<file path="src/rtl/monopix_conf_pkg.sv">
// Shared types and constants for the MONOPIX configuration shift-register sequencer.
package monopix_conf_pkg;

   typedef enum logic [2:0] {
      IDLE,
      FETCH,
      SHIFT_LO,
      SHIFT_HI,
      WAIT,
      LOAD,
      FLUSH,
      FIN
   } state_t;

   localparam logic [1:0] LD_NONE = 2'd0;
   localparam logic [1:0] LD_DAC  = 2'd1;
   localparam logic [1:0] LD_PIX  = 2'd2;
   localparam logic [1:0] LD_BOTH = 2'd3;

   localparam int GLOBAL_SR_BITS = 197;
   localparam int PIX_SR_BITS    = 4644;

   // Where the sequence goes once the shifting phase is over (or skipped).
   function automatic state_t next_after_shift(input logic [7:0] wait_cyc,
                                               input logic [1:0] load_sel);
      if (wait_cyc != 8'd0)
         return WAIT;
      else if (load_sel != LD_NONE)
         return LOAD;
      else
         return FIN;
   endfunction

endpackage

</file>
<file path="src/rtl/monopix_conf_ser.sv">
// Byte serializer / readback deserializer with the bit-in-byte index.
module monopix_conf_ser (
   input  logic       SR_CLK,
   input  logic       SR_RST,
   input  logic       clear,
   input  logic       load,
   input  logic [7:0] din,
   input  logic       step,
   input  logic       so,
   input  logic       flush,
   output logic       cur_bit,
   output logic [2:0] idx,
   output logic [7:0] dout_data,
   output logic       dout_valid
);

   logic [7:0] sreg;
   logic [7:0] rreg;

   // sreg[7] is the bit that goes out in the next SHIFT_LO.
   assign cur_bit = sreg[7];

   always_ff @(posedge SR_CLK or posedge SR_RST) begin
      if (SR_RST) begin
         sreg       <= '0;
         rreg       <= '0;
         idx        <= '0;
         dout_data  <= '0;
         dout_valid <= 1'b0;
      end else begin
         dout_valid <= 1'b0;
         if (clear) begin
            rreg <= '0;
            idx  <= '0;
         end
         if (load)
            sreg <= din;
         else if (step)
            sreg <= {sreg[6:0], 1'b0};
         if (step) begin
            rreg <= {rreg[6:0], so};
            idx  <= idx + 3'd1;
            if (idx == 3'd7) begin
               dout_data  <= {rreg[6:0], so};
               dout_valid <= 1'b1;
            end
         end else if (flush && idx != 3'd0) begin
            // Partial last byte: left-align, zero LSBs.
            dout_data  <= rreg << (4'd8 - {1'b0, idx});
            dout_valid <= 1'b1;
         end
      end
   end

endmodule

</file>
<file path="src/rtl/monopix_conf_seq.sv">
// MONOPIX configuration sequencer: streams bytes MSB-first into the chip shift
// register, collects readback bytes, then waits and pulses the load strobes.
module monopix_conf_seq
   import monopix_conf_pkg::*;
#(
   parameter int CNT_W  = 16,
   parameter int LD_LEN = 4
) (
   input  logic             SR_CLK,
   input  logic             SR_RST,
   input  logic             START,
   input  logic [CNT_W-1:0] NBITS,
   input  logic [1:0]       LOAD_SEL,
   input  logic [7:0]       WAIT_CYC,
   input  logic [7:0]       DIN_DATA,
   input  logic             DIN_VALID,
   output logic             DIN_READY,
   output logic [7:0]       DOUT_DATA,
   output logic             DOUT_VALID,
   output logic             BUSY,
   output logic             DONE,
   output logic             CONF_CLK,
   output logic             CONF_SI,
   input  logic             CONF_SO,
   output logic             CONF_LD_DAC,
   output logic             CONF_LD_PIX
);

   localparam logic [7:0] LD_LAST = 8'(LD_LEN - 1);

   state_t           state, state_nxt;
   logic [CNT_W-1:0] bits_left;
   logic [1:0]       sel_q, sel_eff;
   logic [7:0]       wait_q, cyc;
   logic             si_nxt, cur_bit, take, clear;
   logic [2:0]       idx;

   assign take      = (state == FETCH) && DIN_VALID;
   assign clear     = (state == IDLE) && START;
   assign sel_eff   = (state == IDLE) ? LOAD_SEL : sel_q;
   assign DIN_READY = (state == FETCH);
   assign DONE      = (state == FIN);
   assign BUSY      = (state != IDLE) && (state != FIN);

   always_comb begin
      state_nxt = state;
      si_nxt    = 1'b0;
      case (state)
         IDLE:
            if (START)
               state_nxt = (NBITS != '0) ? FETCH : next_after_shift(WAIT_CYC, LOAD_SEL);
         FETCH:
            if (DIN_VALID) begin
               state_nxt = SHIFT_LO;
               si_nxt    = DIN_DATA[7];
            end
         SHIFT_LO: begin
            state_nxt = SHIFT_HI;
            si_nxt    = CONF_SI;
         end
         SHIFT_HI:
            // idx has already advanced, so 0 here means a byte boundary.
            if (bits_left == '0)
               state_nxt = FLUSH;
            else if (idx == 3'd0)
               state_nxt = FETCH;
            else begin
               state_nxt = SHIFT_LO;
               si_nxt    = cur_bit;
            end
         FLUSH:
            state_nxt = next_after_shift(wait_q, sel_q);
         WAIT:
            if (cyc == wait_q - 8'd1)
               state_nxt = (sel_q != LD_NONE) ? LOAD : FIN;
         LOAD:
            if (cyc == LD_LAST)
               state_nxt = FIN;
         FIN:
            state_nxt = IDLE;
         default:
            state_nxt = IDLE;
      endcase
   end

   // Chip-facing pins are registered from the next state so they change cleanly on SR_CLK.
   always_ff @(posedge SR_CLK or posedge SR_RST) begin
      if (SR_RST) begin
         state       <= IDLE;
         CONF_CLK    <= 1'b0;
         CONF_SI     <= 1'b0;
         CONF_LD_DAC <= 1'b0;
         CONF_LD_PIX <= 1'b0;
         cyc         <= '0;
         bits_left   <= '0;
         sel_q       <= LD_NONE;
         wait_q      <= '0;
      end else begin
         state       <= state_nxt;
         CONF_CLK    <= (state_nxt == SHIFT_HI);
         CONF_SI     <= si_nxt;
         CONF_LD_DAC <= (state_nxt == LOAD) && (sel_eff == LD_DAC || sel_eff == LD_BOTH);
         CONF_LD_PIX <= (state_nxt == LOAD) && (sel_eff == LD_PIX || sel_eff == LD_BOTH);
         cyc         <= (state_nxt != state) ? 8'd0 : cyc + 8'd1;
         if (clear) begin
            bits_left <= NBITS;
            sel_q     <= LOAD_SEL;
            wait_q    <= WAIT_CYC;
         end else if (state == SHIFT_LO) begin
            bits_left <= bits_left - CNT_W'(1);
         end
      end
   end

   monopix_conf_ser u_ser (
      .SR_CLK     (SR_CLK),
      .SR_RST     (SR_RST),
      .clear      (clear),
      .load       (take),
      .din        (DIN_DATA),
      .step       (state == SHIFT_LO),
      .so         (CONF_SO),
      .flush      (state == FLUSH),
      .cur_bit    (cur_bit),
      .idx        (idx),
      .dout_data  (DOUT_DATA),
      .dout_valid (DOUT_VALID)
   );

endmodule

</file>
<file path="config.mk">
export PLATFORM = sky130hd
export DESIGN_NAME = monopix_conf_seq
export DESIGN_NICKNAME = d
export VERILOG_FILES = /design/src/rtl/monopix_conf_pkg.sv /design/src/rtl/monopix_conf_ser.sv /design/src/rtl/monopix_conf_seq.sv
export SDC_FILE = /design/constraint.sdc
export NUM_CORES = 1
export LEC_CHECK = 0
export BUFFER_PORTS_ARGS = -buffer_cell sky130_fd_sc_hd__buf_2
export CORE_ASPECT_RATIO = 1.1
export CORE_MARGIN = 2
export CORE_UTILIZATION = 46
export CTS_CLUSTER_DIAMETER = 50
export CTS_CLUSTER_SIZE = 30
export DETAILED_ROUTE_END_ITERATION = 8
export PLACE_DENSITY = 0.66
export SYNTH_ARGS = -nofsm -noshare
export SYNTH_HDL_FRONTEND = slang
export SYNTH_SLANG_ARGS = --single-unit
</file>
<file path="constraint.sdc">
create_clock -name SR_CLK -period 6.7 [get_ports SR_CLK]
set_input_delay 0.335 -clock SR_CLK [delete_from_list [all_inputs] [get_ports SR_CLK]]
set_output_delay 0.335 -clock SR_CLK [all_outputs]
set_load 0.005 [all_outputs]
</file>
-- Yosys cells after proc, flatten, opt, wreduce, memory -nomap -nowiden
Index checks and enable logic that the tools add are counted.
- register bits after elaboration: 69
- input bits: 39
- add/subtract/negate cells: 5
- equal/unequal tests: 18
- shift operators: 1
- multiplexer cells: 32
- reduce and logical (&&, ||, !) cells: 22
- operators with widths (kind ; count):
    8-bit two-way mux ; 8
    16-bit two-way mux ; 2
    3-bit two-way mux ; 8
    3-bit one-hot mux with 8 select lines ; 1
    3-bit == test, second input constant ; 6
    16-bit zero test ; 1
    16-bit nonzero test ; 1
    8-bit nonzero test ; 2
    16-bit by 1-bit subtractor with 16-bit output, second input constant ; 1
    2-bit two-way mux ; 6
    2-bit nonzero test ; 5
    3-bit by 2-bit == test with 1-bit output, second input constant ; 3
    8-bit by 1-bit adder with 8-bit output, second input constant ; 1
    8-bit by 2-bit == test with 1-bit output, second input constant ; 1
    8-bit == test ; 1
    8-bit by 4-bit left shift with 8-bit output ; 1
    8-bit by 1-bit subtractor with 8-bit output, second input constant ; 1
    1-bit logical AND ; 6
    3-bit zero test ; 2
    1-bit two-way mux ; 6
    3-bit nonzero test ; 2
    2-bit == test, second input constant ; 2
    4-bit by 3-bit subtractor with 4-bit output, first input constant ; 1
    3-bit by 1-bit adder with 3-bit output, second input constant ; 1
    8 further kinds ; 9

-- Logic depth before layout (Yosys ltp)
Gate-level depths: netlist (run 1).
- word-level depth: 8
- gate-level depth with buffers: 11
- mapped depth without buffers: 10

-- Hierarchy
From an unflattened synthesis (run 1), not the netlist that was laid out.
- cell total of the unflattened synthesis: 426
- area total of the unflattened synthesis: 3990.1 sq um
- by module, submodules not included (module ; times used ; cells an instance ; area each (sq um)):
    monopix_conf_seq ; 1 ; 286 ; 2498.6
    monopix_conf_ser ; 1 ; 140 ; 1491.4

-- Worst setup path before layout (run 1)
OpenSTA, ideal clock, no wires.
- path kind: register -> register
- from: reg wait_q[0]
- to: reg cyc[2]
- arrival: 2.294 ns
- data required time: 6.566 ns
- setup slack: 4.272 ns
- stages on the path, launching flop included: 8
- period minus slack after synthesis: 2.428 ns
- cell sequence: dfrtp_1 > or4_4 > or4b_4 > a21oi_2 > o211ai_2 > nor2b_4 > o311ai_4 > nor2_1
- longest elaborated chain between the ends: 6
- elaborated cells between the ends (all ways): 8
- classes of those cells: add/sub: 1; eq/ne: 2; mux: 4; reduce/logical: 1
- RTL lines (element ; line ; RTL):
    start: declaration ; monopix_conf_seq.sv:34 ; logic [7:0] wait_q, cyc;
    start signal: assignment ; monopix_conf_seq.sv:97 ; wait_q <= '0;
    start signal: assignment ; monopix_conf_seq.sv:108 ; wait_q <= WAIT_CYC;
    8-bit by 1-bit subtractor with 8-bit output ; monopix_conf_seq.sv:74 ; if (cyc == wait_q - 8'd1)
    8-bit == test ; monopix_conf_seq.sv:74 ;
    3-bit two-way mux ; monopix_conf_seq.sv:74 ;
    3-bit one-hot mux with 8 select lines (*) ; monopix_conf_seq.sv:48 ; case (state)
    3-bit != test (*) ; monopix_conf_seq.sv:104 ; cyc <= (state_nxt != state) ? 8'd0 : cyc + 8'd1;
    8-bit two-way mux (*) ; monopix_conf_seq.sv:104 ;
    end signal: assignment ; monopix_conf_seq.sv:104 ;
    end: declaration ; monopix_conf_seq.sv:34 ;
Every way passes the cells marked *; elsewhere a longest branch is shown, timed or not.
A chain may end at the register's enable or synchronous reset.

-- Worst setup path after layout (run 1)
- from: reg state[1]
- to: reg bits_left[14]
- longest elaborated chain between the ends: 3
- elaborated cells between the ends (all ways): 5
- classes of those cells: eq/ne: 1; mux: 1; reduce/logical: 3
- RTL lines (element ; line ; RTL):
    start: declaration ; monopix_conf_seq.sv:31 ; state_t state, state_nxt;
    start signal: assignment ; monopix_conf_seq.sv:99 ; state <= state_nxt;
    3-bit zero test ; monopix_conf_seq.sv:39 ; assign clear = (state == IDLE) && START;
    1-bit logical AND ; monopix_conf_seq.sv:39 ;
    16-bit two-way mux or 2-bit nonzero test (tied branches) ; - ;
    end signal: assignment ; monopix_conf_seq.sv:110 ; bits_left <= bits_left - CNT_W'(1);
    end: declaration ; monopix_conf_seq.sv:32 ; logic [CNT_W-1:0] bits_left;
Parallel ways exist; a longest one is shown, timed or not.

==> results of run 1 <==
[registers in the layout, indices dropped and copies added (netlist names)]
name	flops
state	3
u_ser.dout_valid	1
u_ser.sreg	8
cyc	8
sel_q	2
u_ser.dout_data	8
bits_left	16
u_ser.idx	3
CONF_SI	1
CONF_CLK	1
CONF_LD_DAC	1
wait_q	8
u_ser.rreg	8
CONF_LD_PIX	1
[per-stage QoR]
stage | power (µW) | setup WS, ps | cell area [µm²] | instances
final | 1908 | 3825 | 4408 | 586
after CTS | 1916 | 3865 | 4408 | 586
after floorplan | 1354 | 4272 | 3866 | 424
after global placement | 1516 | 4003 | 4189 | 570
after global routing | 2069 | 3551 | 4408 | 586
after detailed placement | 1543 | 3869 | 4189 | 570
[routing by layer]
layer,routed length (µm),part of all wire [%],vias up,GRT usage (%)
met4,172,2.0,0,8.741
met5,0,0,-,0
li1,-,-,1609,-
met2,4014,47,89,32.13
met3,378,4.4,17,3.979
met1,4042,47,1530,27.05
[layout make-up]
type | instances | area (µm²)
tap | 111 | 138.9
multi-input combinational | 318 | 1978
sequential | 69 | 1727
inverter | 16 | 60.06
clock buffer | 12 | 165.2
fill | 769 | 3869
timing repair buffer | 56 | 285.3
clock inverter | 4 | 53.80
[cell usage in the layout, fill, tap and decap left out, types with 5 or more instances in the layout]
master    instances
nand2_1          75
dfrtp_1          69
buf_2            54
nor2_1           33
o21ai_0          32
inv_1            14
xnor2_1          14
nor3_1           13
mux2i_1          13
a21oi_1          12
clkbuf_8         12
a22oi_1          11
nand3_1          10
nor4_1            9
a22o_1            8
ha_1              7
or4_1             6
o211ai_1          6
nand2b_1          5
xor2_1            5
[cell families after synthesis]
group | count (synthesis) | share of synthesized area (%)
multiplexers | 16 | 4.239
AND/OR/NAND/NOR | 182 | 23.40
XOR/XNOR | 19 | 4.304
AO/OA/AOI/OAI | 94 | 16.96
buffers and inverters | 37 | 4.174
flip-flops | 69 | 44.66
adder cells (fa/ha/maj) | 7 | 2.265
[power by group]
group          internal (µW)  switching, µW  leakage (µW)
Clock                    204            162      0.000105
Sequential               569            171      0.000892
Combinational            348            454      0.000973
Total                   1120            787       0.00197
[worst reg2reg max path, cell delays in order, from the launching register on]
cell      delay [ps]
dfrtp_1          610
nand3b_1         400
inv_2            620
nand2_1          300
nor3_1           450
a21oi_1          120
a221o_1          270
[worst max path at each step]
stage	slack, ps	start	depth (start not counted)	to
final	3820	state[1]$_DFF_PP0_	6	bits_left[14]$_DFFE_PP0P_
after global placement	4000	state[1]$_DFF_PP0_	6	bits_left[14]$_DFFE_PP0P_
after detailed placement	3870	state[1]$_DFF_PP0_	6	bits_left[14]$_DFFE_PP0P_
after CTS	3860	state[1]$_DFF_PP0_	6	bits_left[14]$_DFFE_PP0P_
after global routing	3550	state[1]$_DFF_PP0_	6	bits_left[14]$_DFFE_PP0P_
after floorplan	4270	wait_q[0]$_DFFE_PP0P_	7	cyc[2]$_DFF_PP0_
==> results.toml, run 1 <==
[clocking]
cts_tree = "yes"
cts_buffer_depth = 2
clkTransAtPathRegs_ps = 80
postCtsSetupBuffers = 0
insertion_delay_ps = 350
htreeDepth = 3
cts_hold_buf = 0
numCtsBuffers = 9
cts_root_buf = "clkbuf_8"
ctsResizeCount = 0
clock-sinks = 69

[floorplanning]
die_h_um = 100.2
ioPinCount = 55
coreArea_um2 = 8277
die_w_um = 91.41
num_rows = 35
initial_core_util_pct = 46.71
dieArea_um2 = 9155

[detailed_routing]
wire_per_inst_um = 14.69
avgViaCountPerCell = 5.538
ant_nets = 0
drt_iter0_drc = 280
dr_total_vias = 3245
drt_wl_total_um = 8608
drt-pass1-iter-count = 5
drc_errors = 0

[synth]
synth-async-reset-ratio_pct = 100.0
synth_top_area_share_pct = 44.66
ys_warn_count = 0
ys_ff_latch = 69
synth_area_per_cell_um2 = 9.118
synth_top_cell_by_area = "dfrtp_1"
syn_area_um2 = 3866
ys_types = 57
synth_top_cells_by_count = "nand2_1 (75), dfrtp_1 (69), nor2_1 (33)"
yosys-top-cells-area = "dfrtp_1 (45%), nand2_1 (7.3%), o21ai_0 (4.1%), mux2i_1 (3.4%), nor2_1 (3.2%)"
syn-num-nets = 470
synth_edf_count = 0
netlist_instances = 424
yosysMostFrequentCell = "nand2_1"
synth.yosys.seq_area_share_pct = 44.66
synth_flop_cell = "dfrtp_1"

[setup_path]
slowest_stage = "inv_2"
r2r_end = "bits_left[14]$_DFFE_PP0P_"
cp.required_ps = 6930
critical-path-max-stage-delay_ps = 620
r2r_cells = 6
path_class = "flip-flop to flip-flop"
crit_buf_inv = 1
arrival_ps = 3110
rrSetupSlack_ps = 3820
cp_max_fo = 36
r2r_start = "state[1]$_DFF_PP0_"
critPathTopFamily = "simple AND/OR/NAND/NOR gates"
endpoint_kind = "flip-flop"
path_cells = "nand3b_1 -> inv_2 -> nand2_1 -> nor3_1 -> a21oi_1 -> a221o_1"
cp-start-kind = "flip-flop"

[sta]
maxSlewHeadroom_pct = 42.46
finalHoldViolCount = 0
fmax_ghz = 0.3478
drv_slew = 0
grt_setup_unrepaired = "false"
fin_crit_ps = 2875
worst_clock_skew_ps = 10.52
max_slew.worst_pin.slew_ps = 863.0
setup_violations = 0
setup_tns_ps = 0
timing.hold.ws_ps = 179.1
fin_crit_sh_pct = 42.92

[hold_path]
hp-start = "DIN_DATA[2]"
holdPathStages = 3
whs_endpoint = "u_ser.sreg[2]$_DFFE_PP0P_"
hp-class = "input port to flip-flop"

[grt]
grt_use_total_pct = 20.20
grt_max_degree = 70
overflow = 0
grt_antenna_before_repair = 0
grt_pass1_vias = 3119
grt_pass1_wl_um = 14690

[layout]
nets = 516
drive_gt1_share_pct = 18.95
fin_util_pct = 53.26
area_delta_synth_final_pct = 14.01
diodes = 0

[placed_design]
dp_hpwl_um = 6190
gp_congestion = 0.8544
io_buffers = 54

[run]
drv_cap = 0

[power_and_ir_drop]
vdd_drop_max_uv = 209.5
p_leak_uw = 0.001971
pwr_density_cell_nw_per_um2 = 432.9

[status]
outcome = "complete, no violations"
No activity file was read; power rests on OpenSTA's default activity.
==> run 2: changes to the inputs <==
PLACE_DENSITY = 0.69   (was 0.66)
clock period = 2.5 ns   (was 6.7 ns; I/O delays follow)
==> results.toml, run 2 (synthesis gave the netlist of run 1 again) <==
[status]
outcome = "complete, no violations"

[power_and_ir_drop]
pwr_density_cell_nw_per_um2 = 1161
seq_power_share_pct = 33.5
p_comb_share_pct = 48.1
power.share.clock_pct = 18.5
swShare_pct = 39.82
vdd_drop_max_uv = 570.7
fin_total_pwr_uw = 5589
p_leak_uw = 0.002193
p_int_uw = 3363
switchingPower_uw = 2226

[layout]
regMostFlops = "bits_left"
layout_commonest_cell = "nand2_1"
fin_util_pct = 58.17
nets = 557
area_delta_synth_final_pct = 24.53
fin_cells = 627
drive_gt1_share_pct = 23.26
diodes = 0
final_cell_mix = "nand2_1 (75), dfrtp_1 (69), buf_2 (54), nor2_1 (33), o21ai_0 (31)"
largest_reg_flops = 16

[detailed_routing]
ant_nets = 0
drc_errors = 0
wire_per_inst_um = 15.24
dr_total_vias = 3434
drt_wl_total_um = 9556
drt_iter0_drc = 149
avgViaCountPerCell = 5.477
drt-pass1-iter-count = 4

[placed_design]
placed_cells = 596
io_buffers = 54
gp_congestion = 0.8498
dp_hpwl_um = 6706

[clocking]
htreeDepth = 3
insertion_delay_ps = 350
numCtsBuffers = 9
clkTransAtPathRegs_ps = 80
cts_buffer_depth = 2
clock-sinks = 69
cts_root_buf = "clkbuf_8"
cts_tree = "yes"

[floorplanning]
coreArea_um2 = 8277
num_rows = 35
die_w_um = 91.41
dieArea_um2 = 9155
initial_core_util_pct = 46.71
ioPinCount = 55
die_h_um = 100.2

[sta]
drv_slew = 0
finalHoldViolCount = 0
max_slew.worst_pin.slew_ps = 715.2
fmax_ghz = 0.4039
fin_crit_ps = 2476
timing.hold.ws_ps = 9.755
worst_clock_skew_ps = 10.61
fin_crit_sh_pct = 99.04
setup_violations = 0
grt_setup_unrepaired = "true"
setup_tns_ps = 0
maxSlewHeadroom_pct = 52.25

[setup_path]
path_class = "flip-flop to flip-flop"
endpoint_kind = "flip-flop"
cp.required_ps = 2730
arrival_ps = 2710
cp_max_fo = 8
cp-start-kind = "flip-flop"

[hold_path]
hp-class = "input port to flip-flop"

[run]
drv_cap = 0

[grt]
grt_antenna_before_repair = 0
grt_pass1_wl_um = 16140
grt_use_total_pct = 21.93
grt_max_degree = 36
overflow = 0
grt_pass1_vias = 3443
[run 2: cell count changes in the layout (fill, tap and decap cells not counted), sizes merged]
cell         previous run  this run
buf                    56        84
dlygate4sd3             0        13
clkinv                  0         2
clkinvlp                2         0
bufinv                  1         2
inv                    17        16
[run 2: worst max-delay path, cell delays in order, from the launching register on]
cell	delay (ps)
dfrtp_1	400
or4_4	540
or4b_4	510
a21oi_4	170
o211ai_2	140
nor2b_4	160
o311ai_4	210
buf_6	160
nor2_1	50
[run 2: final timing paths]
check                                                  to                            from  slack [ps]  cells after the start
max                                      cyc[2]$_DFF_PP0_           wait_q[0]$_DFFE_PP0P_          20                      8
min                             u_ser.sreg[1]$_DFFE_PP0P_                     DIN_DATA[1]          10                      3
max reg2reg                              cyc[2]$_DFF_PP0_           wait_q[0]$_DFFE_PP0P_          20                      8
min reg2reg                u_ser.dout_data[4]$_DFFE_PP0P_  u_ser.dout_data[4]$_DFFE_PP0P_         480                      2
max in group asynchronous        bits_left[2]$_DFFE_PP0P_                          SR_RST        1360                      4
min in group asynchronous  u_ser.dout_data[3]$_DFFE_PP0P_                          SR_RST         450                      3
[run 2: metrics by stage]
step                      cell area, µm²  worst slack, ps
after floorplan                     3866            71.97
after global placement              4409           -31.77
after detailed placement            4409           -95.23
after CTS                           4801            9.416
after global routing                4815           -45.18
final                               4815            24.11
[run 2: timing repair]
item | CTS | global route
hold buffers | 13 | 0
resized for setup | 4 | 3
endpoints found under the setup margin | 8 | 10
hold endpoints to repair | 43 | 0
setup buffers | 2 | 0
pin swaps | 1 | 6
[run 2: final cells by class]
cell class	instances	area, µm²
flip-flops and latches	69	1727
clock inverters	4	70.07
well taps	111	138.9
fillers	731	3462
repair buffers	97	654.4
inverters	16	60.06
multi-input cells	318	2009
clock buffers	12	155.1
[run 2: power by group through the flow]
stage | Sequential [µW] | Clock, µW | Combinational [µW]
after floorplan | 1810 | 0 | 1810
after global routing | 1930 | 1090 | 2980
after global placement | 1860 | 0 | 2490
after detailed placement | 1880 | 0 | 2550
after CTS | 1860 | 1050 | 2650
final | 1870 | 1030 | 2690
[run 2: metal layers]
layer | wire (µm) | global-route usage (%)
met1 | 4325 | 27.84
met2 | 4856 | 37.84
met3 | 236 | 3.679
met4 | 138 | 8.042
met5 | 0 | 0
==> run 3: changes to the inputs <==
CORE_UTILIZATION = 45   (was 46)
PLACE_DENSITY = 0.68   (was 0.69)
==> results.toml, run 3 (synthesis gave the netlist of run 1 again) <==
[sta]
fin_crit_ps = 2472
finalHoldViolCount = 0
fmax_ghz = 0.4045
drv_slew = 0
max_slew.worst_pin.slew_ps = 602.3
timing.hold.ws_ps = 25.87
setup_violations = 0
worst_clock_skew_ps = 11.35
grt_setup_unrepaired = "true"
setup_tns_ps = 0
maxSlewHeadroom_pct = 59.70
fin_crit_sh_pct = 98.90

[setup_path]
r2r_start = "wait_q[0]$_DFFE_PP0P_"
endpoint_kind = "flip-flop"
cp-startpoint = "wait_q[0]$_DFFE_PP0P_"
path_class = "flip-flop to flip-flop"
cp.required_ps = 2730
cp_max_fo = 8
arrival_ps = 2700
cp-start-kind = "flip-flop"

[detailed_routing]
avgViaCountPerCell = 5.377
dr_total_vias = 3382
drt_wl_total_um = 9165
ant_nets = 0
drt-pass1-iter-count = 4
wire_per_inst_um = 14.57
drt_iter0_drc = 219
drc_errors = 0

[floorplanning]
initial_core_util_pct = 46.22
die_h_um = 101.2
num_rows = 35
die_w_um = 92.38
coreArea_um2 = 8364
dieArea_um2 = 9350
ioPinCount = 55

[power_and_ir_drop]
p_leak_uw = 0.002198
power.share.clock_pct = 18.0
p_int_uw = 3304
pwr_density_cell_nw_per_um2 = 1135
switchingPower_uw = 2198
vdd_drop_max_uv = 639.4
seq_power_share_pct = 33.9
p_comb_share_pct = 48.1
swShare_pct = 39.95

[layout]
diodes = 0
fillers = 733
multi_input_area_um2 = 2022
final_cell_mix = "nand2_1 (75), dfrtp_1 (69), buf_2 (54), nor2_1 (33), o21ai_0 (32)"
ff_latch_area_um2 = 1727
nets = 559
regMostFlops = "bits_left"
drive_gt1_share_pct = 23.17
layout_commonest_cell = "nand2_1"
area_delta_synth_final_pct = 25.40
largest_reg_flops = 16

[clocking]
clock-sinks = 69
htreeDepth = 3
cts_root_buf = "clkbuf_8"
cts_buffer_depth = 2
clkTransAtPathRegs_ps = 80
cts_tree = "yes"
insertion_delay_ps = 340
numCtsBuffers = 9

[hold_path]
hp-class = "input port to flip-flop"
hp-start = "NBITS[9]"

[grt]
grt_max_degree = 36
overflow = 0
grt_pass1_wl_um = 15730
grt_antenna_before_repair = 0
grt_pass1_vias = 3415
grt_use_total_pct = 21.21

[placed_design]
dp_hpwl_um = 6451
io_buffers = 54
gp_congestion = 0.8712

[run]
drv_cap = 0

[status]
outcome = "complete, no violations"
## run 3: stage by stage
step | utilization (%) | power, µW | area [µm²] | setup WS (ps) | instances
final | 57.97 | 5501 | 4848 | 27.50 | 629
after global routing | 57.97 | 5948 | 4848 | -66.52 | 629
after CTS | 57.73 | 5494 | 4828 | 3.249 | 629
after detailed placement | 52.54 | 4390 | 4394 | -117.4 | 594
after global placement | 52.54 | 4320 | 4394 | -53.19 | 594
after floorplan | - | 3629 | 3866 | 71.97 | 424
## run 3: area by class of cell
cell class / count / area share [%]
tap: 111 / 2.865
clock buffer: 14 / 3.768
sequential: 69 / 35.61
timing repair buffer: 99 / 14.01
inverter: 16 / 1.239
multi-input combinational: 318 / 41.70
clock inverter: 2 / 0.8000
## run 3: critical path, stage by stage (launching register included)
cell and delay (ps):
dfrtp_1 400, or4_4 540, or4b_4 510, a21oi_4 180, o211ai_2 120, nor2b_4 160
o311ai_4 220, buf_6 170, nor2_1 50
## run 3: what timing repair did
item,CTS,global route
hold endpoints to repair,33,0
setup buffers,2,0
hold buffers,17,0
resized for setup,5,3
setup endpoints to repair,8,9
pin swaps,2,6
## run 3: power groups by stage
stage	clock, µW	combinational [µW]	sequential (µW)
2_1_floorplan	0	1810	1810
5_1_grt	1060	2960	1930
3_3_place_gp	0	2460	1860
3_5_place_dp	0	2510	1880
6_report	990	2650	1860
4_1_cts	1020	2610	1860
## run 3: worst paths after layout
kind / end / slack (ps) / depth (start not counted)
max reg2reg: cyc[3]$_DFF_PP0_ / 30 / 8
min: bits_left[9]$_DFFE_PP0P_ / 30 / 3
max in group asynchronous: u_ser.sreg[2]$_DFFE_PP0P_ / 1560 / 4
min reg2reg: u_ser.dout_data[0]$_DFFE_PP0P_ / 470 / 2
max: cyc[3]$_DFF_PP0_ / 30 / 8
min in group asynchronous: u_ser.dout_data[4]$_DFFE_PP0P_ / 320 / 3
## run 3: per-layer routing
layer	GRT usage [%]	vias up	wire, µm
met5	0	-	0
met3	4.241	11	296
met1	27.45	1605	4259
met2	35.71	67	4483
li1	-	1699	-
met4	7.577	0	125
